## src/rtl/ieee_subtractor.sv

```systemverilog
// Multi-cycle IEEE-754 single-precision subtractor (ieee_1 - ieee_2) built as an ALIGN/OP/NORM state machine.
// Optional macro IEEE_SUBTRACTOR_ROUND_EN: round half-up on the guard bit instead of truncating.
module ieee_subtractor (
   input  logic        clk,
   input  logic        rst,
   input  logic        enable,
   input  logic [31:0] ieee_1,
   input  logic [31:0] ieee_2,
   output logic [31:0] ieee_diff,
   output logic        state,
   output logic        done
);

   // Handshake: enable is a start request honoured only while state==0 (idle);
   // done pulses for one cycle when ieee_diff has just been loaded.
   typedef enum logic [2:0] {S_IDLE, S_ALIGN, S_OP, S_NORM, S_DONE} state_t;

   state_t      r_state;
   logic        r_busy;
   logic        r_done;
   logic [31:0] r_diff;
   logic [25:0] r_man_a;
   logic [25:0] r_man_b;
   logic [7:0]  r_d;
   logic [7:0]  r_exp;
   logic        r_sign;
   logic        r_sub;

   logic        w_a_ge;
   logic [30:0] w_big_mag;
   logic [30:0] w_small_mag;
   logic [7:0]  w_shift;
   logic        w_far;
   logic [23:0] w_frac_rnd;
   logic [8:0]  w_exp_rnd;
   logic [31:0] w_result;

   // Operand ordering by magnitude: exponent first, then fraction, which is plain unsigned order of bits [30:0].
   always_comb begin
      w_a_ge      = (ieee_1[30:0] >= ieee_2[30:0]);
      w_big_mag   = w_a_ge ? ieee_1[30:0] : ieee_2[30:0];
      w_small_mag = w_a_ge ? ieee_2[30:0] : ieee_1[30:0];
      w_shift     = w_big_mag[30:23] - w_small_mag[30:23];
      w_far       = (w_shift > 8'd25);
   end

   always_comb begin
`ifdef IEEE_SUBTRACTOR_ROUND_EN
      w_frac_rnd = {1'b0, r_man_a[23:1]} + {23'b0, r_man_a[0]};
`else
      w_frac_rnd = {1'b0, r_man_a[23:1]};
`endif
      w_exp_rnd = {1'b0, r_exp} + {8'b0, w_frac_rnd[23]};
      if (w_exp_rnd >= 9'd255) begin
         w_result = {r_sign, 8'hFF, 23'b0};
      end else begin
         w_result = {r_sign, w_exp_rnd[7:0], w_frac_rnd[22:0]};
      end
   end

   always_ff @(posedge clk) begin
      if (rst) begin
         r_state <= S_IDLE;
         r_busy  <= 1'b0;
         r_done  <= 1'b0;
         r_diff  <= 32'h0;
         r_man_a <= 26'h0;
         r_man_b <= 26'h0;
         r_d     <= 8'h0;
         r_exp   <= 8'h0;
         r_sign  <= 1'b0;
         r_sub   <= 1'b0;
      end else begin
         r_done <= 1'b0;
         case (r_state)
            S_IDLE: begin
               if (enable) begin
                  r_man_a <= {2'b01, w_big_mag[22:0], 1'b0};
                  r_man_b <= w_far ? 26'h0 : {2'b01, w_small_mag[22:0], 1'b0};
                  r_d     <= w_far ? 8'h0 : w_shift;
                  r_exp   <= w_big_mag[30:23];
                  r_sub   <= (ieee_1[31] == ieee_2[31]);
                  r_sign  <= w_a_ge ? ieee_1[31] : ~ieee_2[31];
                  r_busy  <= 1'b1;
                  r_state <= S_ALIGN;
               end
            end
            S_ALIGN: begin
               if (r_d != 8'h0) begin
                  r_man_b <= r_man_b >> 1;
                  r_d     <= r_d - 8'd1;
               end else begin
                  r_state <= S_OP;
               end
            end
            S_OP: begin
               r_man_a <= r_sub ? (r_man_a - r_man_b) : (r_man_a + r_man_b);
               r_state <= S_NORM;
            end
            S_NORM: begin
               // Exponent limits are tested after the shift that reached them, so each shift costs one cycle.
               if (r_man_a == 26'h0) begin
                  r_diff  <= 32'h0;
                  r_done  <= 1'b1;
                  r_state <= S_DONE;
               end else if (r_exp == 8'hFF) begin
                  r_diff  <= {r_sign, 8'hFF, 23'b0};
                  r_done  <= 1'b1;
                  r_state <= S_DONE;
               end else if (r_exp == 8'h00) begin
                  r_diff  <= {r_sign, 31'b0};
                  r_done  <= 1'b1;
                  r_state <= S_DONE;
               end else if (r_man_a[25]) begin
                  r_man_a <= r_man_a >> 1;
                  r_exp   <= r_exp + 8'd1;
               end else if (!r_man_a[24]) begin
                  r_man_a <= r_man_a << 1;
                  r_exp   <= r_exp - 8'd1;
               end else begin
                  r_diff  <= w_result;
                  r_done  <= 1'b1;
                  r_state <= S_DONE;
               end
            end
            S_DONE: begin
               r_busy  <= 1'b0;
               r_state <= S_IDLE;
            end
            default: begin
               r_busy  <= 1'b0;
               r_state <= S_IDLE;
            end
         endcase
      end
   end

   assign ieee_diff = r_diff;
   assign state     = r_busy;
   assign done      = r_done;

endmodule
```

## config.mk

```make
export PLATFORM = sky130hd
export DESIGN_NAME = ieee_subtractor
export DESIGN_NICKNAME = d
export VERILOG_FILES = /design/src/rtl/ieee_subtractor.sv
export SDC_FILE = /design/constraint.sdc
export NUM_CORES = 1
export LEC_CHECK = 0
export ABC_AREA = 1
export CORE_AREA = 2 2 177 179
export DETAILED_ROUTE_END_ITERATION = 8
export DIE_AREA = 0 0 179 181
export PLACE_DENSITY = 0.6
export SYNTH_ARGS = -nofsm -noshare
export SYNTH_HDL_FRONTEND = slang
export SYNTH_SLANG_ARGS = --single-unit
```

## constraint.sdc

```tcl
create_clock -name clk -period 4.1 [get_ports clk]
set_input_delay 0.82 -clock clk [delete_from_list [all_inputs] [get_ports clk]]
set_output_delay 0.82 -clock clk [all_outputs]
set_load 0.05 [all_outputs]
```

; ---- Word-level counts from Yosys, hierarchy flattened
; Index checks and enable logic that the tools add are counted.
[op_classes]
n_addsub = 6
n_mul = 0
n_div = 0
magnitude_cmp = 3
n_eq_ne = 15
n_shift = 0
muxes = 47
n_bitwise = 3
n_reduce_logical = 18
[op_table]
columns = cell, n
row1 = 26-bit two-way mux, 7
row2 = 32-bit two-way mux, 5
row3 = 31-bit two-way mux, 3
row4 = 26-bit one-hot mux with 3 select lines, 1
row5 = 25-bit two-way mux, 3
row6 = 8-bit two-way mux, 9
row7 = 26-bit one-hot mux with 2 select lines, 1
row8 = 8-bit one-hot mux with 2 select lines, 2
row9 = 31-bit greater-or-equal comparator, 1
row10 = 26-bit adder, 1
row11 = 26-bit logical NOT, 1
row12 = 26-bit subtractor, 1
row13 = 3-bit two-way mux, 7
row14 = 8-bit by 1-bit subtractor with 8-bit output (second input constant), 2
row15 = 2-bit != test (second input constant), 6
row16 = 3-bit one-hot mux with 4 select lines, 1
row17 = 6-bit AND reduction, 2
row18 = 5-bit != test (second input constant), 2
row19 = 8-bit by 1-bit adder with 8-bit output (second input constant), 1
row20 = 8-bit equality test (second input constant), 1
row21 = 8-bit greater-or-equal comparator (second input constant), 1
row22 = 8-bit by 5-bit greater-than comparator with 1-bit output (second input constant), 1
row23 = 8-bit logical NOT, 1
row24 = 8-bit nonzero test, 1
row25 = other kinds (19), 31
[word_totals]
ff_bits = 107
latch_bits = 0
ramBits = 0
mem_bits_ro = 0
inputBits = 67
output_inout_bits = 34
wordCells = 103
memories = 0

; ---- Logic depth before layout (Yosys ltp)
[depth]
word_depth = 7
mapped_depth = 27
ltp_nobuf = 24

; ---- Least setup slack after synthesis
; No wires, ideal clock.
[synth_path]
path_type = reg-to-reg
from = reg r_man_b[0]
to = reg r_man_a[25]
setup_time_ns = 0.132
t_arrival_ns = 3.341
required_ns = 3.968
setup_slack_ns = 0.626
stages_incl_launch_ff = 24
n_path_buf = 0
period_less_slack_ns = 3.474
cell_sequence = dfxtp_1 > inv_1 > ha_1 > nand3_1 > nor3_1 > nand3_1 > nor3_1 > nand3_1 > nor3_1 > nand3_1 > nor3_1 > nor2_1 > xor2_1 > ha_1 > nand2_1 > nor4_1 > nand3_1 > nand4_1 > nand2_1 > inv_1 > o21ai_0 > a21o_1 > nand3_1 > a21oi_1
[synth_via]
elab_chain_cells = 3
word_cells_on_any_way = 4
classes_between = add/sub: 2 / mux: 2
[synth_rtl]
columns = item, line_no
row1 = "start, declared", 23  ; logic [25:0] r_man_b;
row2 = "start signal, assigned", 79  ; r_man_b <= w_far ? 26'h0 : {2'b01, w_small_mag[22:0], 1'b0};
row3 = "start signal, assigned", 90  ; r_man_b <= r_man_b >> 1;
row4 = 26-bit adder or 26-bit subtractor (tied branches), 97  ; r_man_a <= r_sub ? (r_man_a - r_man_b) : (r_man_a + r_man_b);
row5 = 26-bit two-way mux (*), 97
row6 = 26-bit one-hot mux with 3 select lines (*), 75  ; case (r_state)
row7 = "end signal, assigned", 78  ; r_man_a <= {2'b01, w_big_mag[22:0], 1'b0};
row8 = "end signal, assigned", 97
row9 = "end signal, assigned", 115  ; r_man_a <= r_man_a >> 1;
row10 = "end, declared", 22  ; logic [25:0] r_man_a;
; Mark *: on every way between the ends. The rest lies on a longest branch, timed or not.
; A chain may end at the register's enable or synchronous reset.

; ---- Worst setup path after layout
; Same ends and word-level chain as after synthesis.

==> results.txt <==
run status -> finished clean
Worst EP required -> 4.31 ns
post-synth cell types -> 54
number of diodes -> 0
commonest non-fill, non-tap cell in the layout -> nand2_1
Int Pwr -> 0.00415 W
RSZ-0062 raised after global routing -> yes
R2R Setup Slk -> 0.28 ns
min-delay worst type -> reg2reg
R2R depth -> 25
Max clock buf depth -> 2
core box area -> 0.0303 mm2
Synth Instances -> 1404
Setup crit start -> r_man_b[0]$_SDFFE_PP0P_
starting density of the core -> 0.298
dominant synthesized flop cell -> dfxtp_1
DR iter-0 viols -> 948
Gate power share -> 0.697
drt total wl -> 30.2 mm
crit share post-route -> 0.932
area grow syn2layout -> 21.9%
WL per Instance -> 15.8 um
reg2reg start -> r_man_b[0]$_SDFFE_PP0P_
max_cap viols -> 0
Via density -> 5.11
first-pass GRT wire length -> 48.1 mm
H-tree depth -> 3
Slowest Stage Delay on Critical Path -> 0.31 ns
Die Height -> 181 um
Pwr Density -> 819 mW/mm2
Leak -> 4.89 nW
num ports -> 101
Rel. slew slack -> 0.370
via count -> 9771
final hold violations -> 0
row cnt -> 64
latest clock arrival within the worst-skew pair -> 0.37 ns
hold-fix buffers at CTS -> 0
clock root buffer -> clkbuf_16
Reg power frac -> 0.201
initial antenna violation count -> 0
CP arrival -> 4.03 ns
Hold Path Sink -> ieee_diff[13]$_SDFFE_PP0P_
clk sinks -> 106
largest net degree at the start of global routing -> 95
nets@finish -> 1645
# Post-CTS Setup Buffers -> 0
CP max FO -> 3
Fin Hold WS -> 0.467 ns
mean area per synthesized cell -> 6.44 um2
Yosys reg bits -> 106
total CTS buffers -> 9
All-Layer GR Usage -> 0.187
DRT Pass-1 Iters -> 5
port bufs -> 100
Final GP Congestion -> 0.918
CP Buf/Inv Count -> 4
final setup violation count -> 0
most frequent cells in the layout -> nand2_1, inv_1, a21oi_1
worst slew pin tran -> 0.945 ns
Worst Clk Skew -> 0.0109 ns
switching power -> 0.00488 W
synthesized net count -> 1538
sequential share of the synthesized area -> 0.235
post-DP HPWL -> 23.1 mm
vias in the first global route -> 8965
Post-DRT Antenna Nets -> 0
RR Endpoint -> r_man_a[25]$_SDFFE_PP0P_
CP dominant cell by count -> nand3_1
worst vdd ir -> 0.365 mV
hold wc startpoint -> ieee_diff[13]$_SDFFE_PP0P_
CP max stage cell -> dfxtp_1
die width -> 179 um
highest clock rate -> 262 MHz
Worst Setup Start Kind -> flop
grt ovf -> 0
CTS tree -> done
Final min period -> 3.82 ns
hold depth -> 2
clock slew at reported path FFs -> 0.08 ns
switching share of total power -> 0.540
die area -> 0.0324 mm2
ys async rst share -> 0
EDFF count, synth -> 0
DRC -> 0
critical path's top delay family -> simple AND/OR/NAND/NOR gates
CP Capture Type -> flop
Clock power frac -> 0.102
CTS resizes -> 0
Slew Limit Fails -> 0
Mapped Area -> 0.00905 mm2
critical path type -> reg2reg
Core Util, Final -> 0.363
Ys Warns -> 0
layout cells sized above 1 -> 0.0917
## power groups by stage
stage | combinational [W] | sequential (W) | clock, W
6_report | 0.00630 | 0.00181 | 0.000921
5_1_grt | 0.00710 | 0.00186 | 0.000981
4_1_cts | 0.00617 | 0.00179 | 0.000946
3_5_place_dp | 0.00614 | 0.00182 | 0
3_3_place_gp | 0.00607 | 0.00182 | 0
2_1_floorplan | 0.00443 | 0.00170 | 0
## final cells by class
class | instances | area [um2]
fill | 3252 | 19300
timing repair buffer | 159 | 1480
sequential | 106 | 2120
clock inverter | 6 | 75.1
inverter | 215 | 807
multi-input combinational | 1020 | 5820
tap | 396 | 495
clock buffer | 9 | 225
## kinds of logic (layout without fill, tap and decap cells)
group                      Yosys count  count (layout)  synth area share
and+or+nand+nor                    514             514             0.255
AOI/OAI and AO/OA                  407             407             0.258
buffers and inverters              278             389             0.127
DFF                                106             106             0.235
adders and majority gates           67              67            0.0943
xor gates and xnor gates            32              32            0.0310
## flip-flops by register name, summed over array words and instances (netlist names)
signal	count
state	1
r_man_b	25
r_exp	8
r_state	3
r_sign	1
ieee_diff	32
r_sub	1
r_d	8
done	1
r_man_a	26
## cell usage after synthesis (2+ instances only)
library cell / number / area share
nand2_1: 248 / 0.10
inv_1: 209 / 0.087
a21oi_1: 158 / 0.087
o21ai_0: 143 / 0.079
dfxtp_1: 106 / 0.23
nand3_1: 95 / 0.053
nor2_1: 87 / 0.036
ha_1: 65 / 0.090
clkbuf_1: 40 / 0.017
xor2_1: 29 / 0.028
o211ai_1: 21 / 0.017
a22oi_1: 17 / 0.014
nor3_1: 17 / 0.0094
nand4_1: 16 / 0.011
nand3_2: 13 / 0.014
o2111ai_1: 13 / 0.013
a21oi_2: 12 / 0.012
or2_2: 12 / 0.0083
a31oi_1: 8 / 0.0055
nor4_1: 8 / 0.0055
a221oi_1: 7 / 0.0068
buf_2: 7 / 0.0039
buf_6: 6 / 0.0075
nand2_2: 6 / 0.0041
o22ai_1: 6 / 0.0041
nor2_2: 5 / 0.0035
buf_4: 4 / 0.0033
clkinv_1: 3 / 0.0012
inv_2: 3 / 0.0012
o21a_1: 3 / 0.0025
o221ai_1: 3 / 0.0029
xnor2_1: 3 / 0.0029
a211oi_1: 2 / 0.0017
a21o_1: 2 / 0.0017
a41oi_1: 2 / 0.0019
clkbuf_4: 2 / 0.0017
dlygate4sd1_1: 2 / 0.0019
fa_1: 2 / 0.0044
nand3b_1: 2 / 0.0017
o21bai_1: 2 / 0.0017
o31ai_1: 2 / 0.0017
## through the flow
step	total power (W)	setup slack [ns]	instances	cell area, um2	setup TNS, ns
after floorplan	0.00612	0.626	1404	9050	0
after global placement	0.00788	0.00199	1896	10700	0
after detailed placement	0.00796	-0.00800	1896	10700	-0.00800
after CTS	0.00890	0.113	1911	11000	0
after global routing	0.00993	-0.0715	1911	11000	-0.0966
final	0.00903	0.278	1911	11000	0
## how the worst max path moves through the flow
stage                               endpoint  cells past startpoint
global route        r_man_a[23]$_SDFFE_PP0P_                     25
floorplan           r_man_a[25]$_SDFFE_PP0P_                     23
detailed placement  r_man_b[19]$_SDFFE_PP0P_                     26
CTS                 r_man_a[25]$_SDFFE_PP0P_                     24
global placement    r_man_b[22]$_SDFFE_PP0P_                     27
finish              r_man_a[25]$_SDFFE_PP0P_                     25
## worst reg2reg max path, stage by stage (launching register included)
cell and delay [ns]:
dfxtp_1 0.31, inv_1 0.11, ha_1 0.18, nand3_1 0.14, nor3_2 0.15, nand3_1 0.12, nor3_2 0.18, nand3_1 0.13
nor3_1 0.17, buf_4 0.14, nand3_1 0.09, nor3_1 0.15, nor2_1 0.07, xor2_1 0.24, ha_1 0.30, nand2_1 0.13
buf_4 0.12, a21oi_1 0.03, a211oi_1 0.18, nand4_1 0.18, nand2_1 0.10, inv_1 0.05, o21ai_1 0.16, nand3_1 0.10
nand3_1 0.09, a21oi_1 0.06
## metal layers
metal	part of all wire	track usage	wire length [um]
met2	0.43	0.284	13000
met4	0.021	0.0533	629
met1	0.49	0.275	14700
met5	0	0	0
met3	0.062	0.0234	1870
Power figures use the tool's default switching activity.
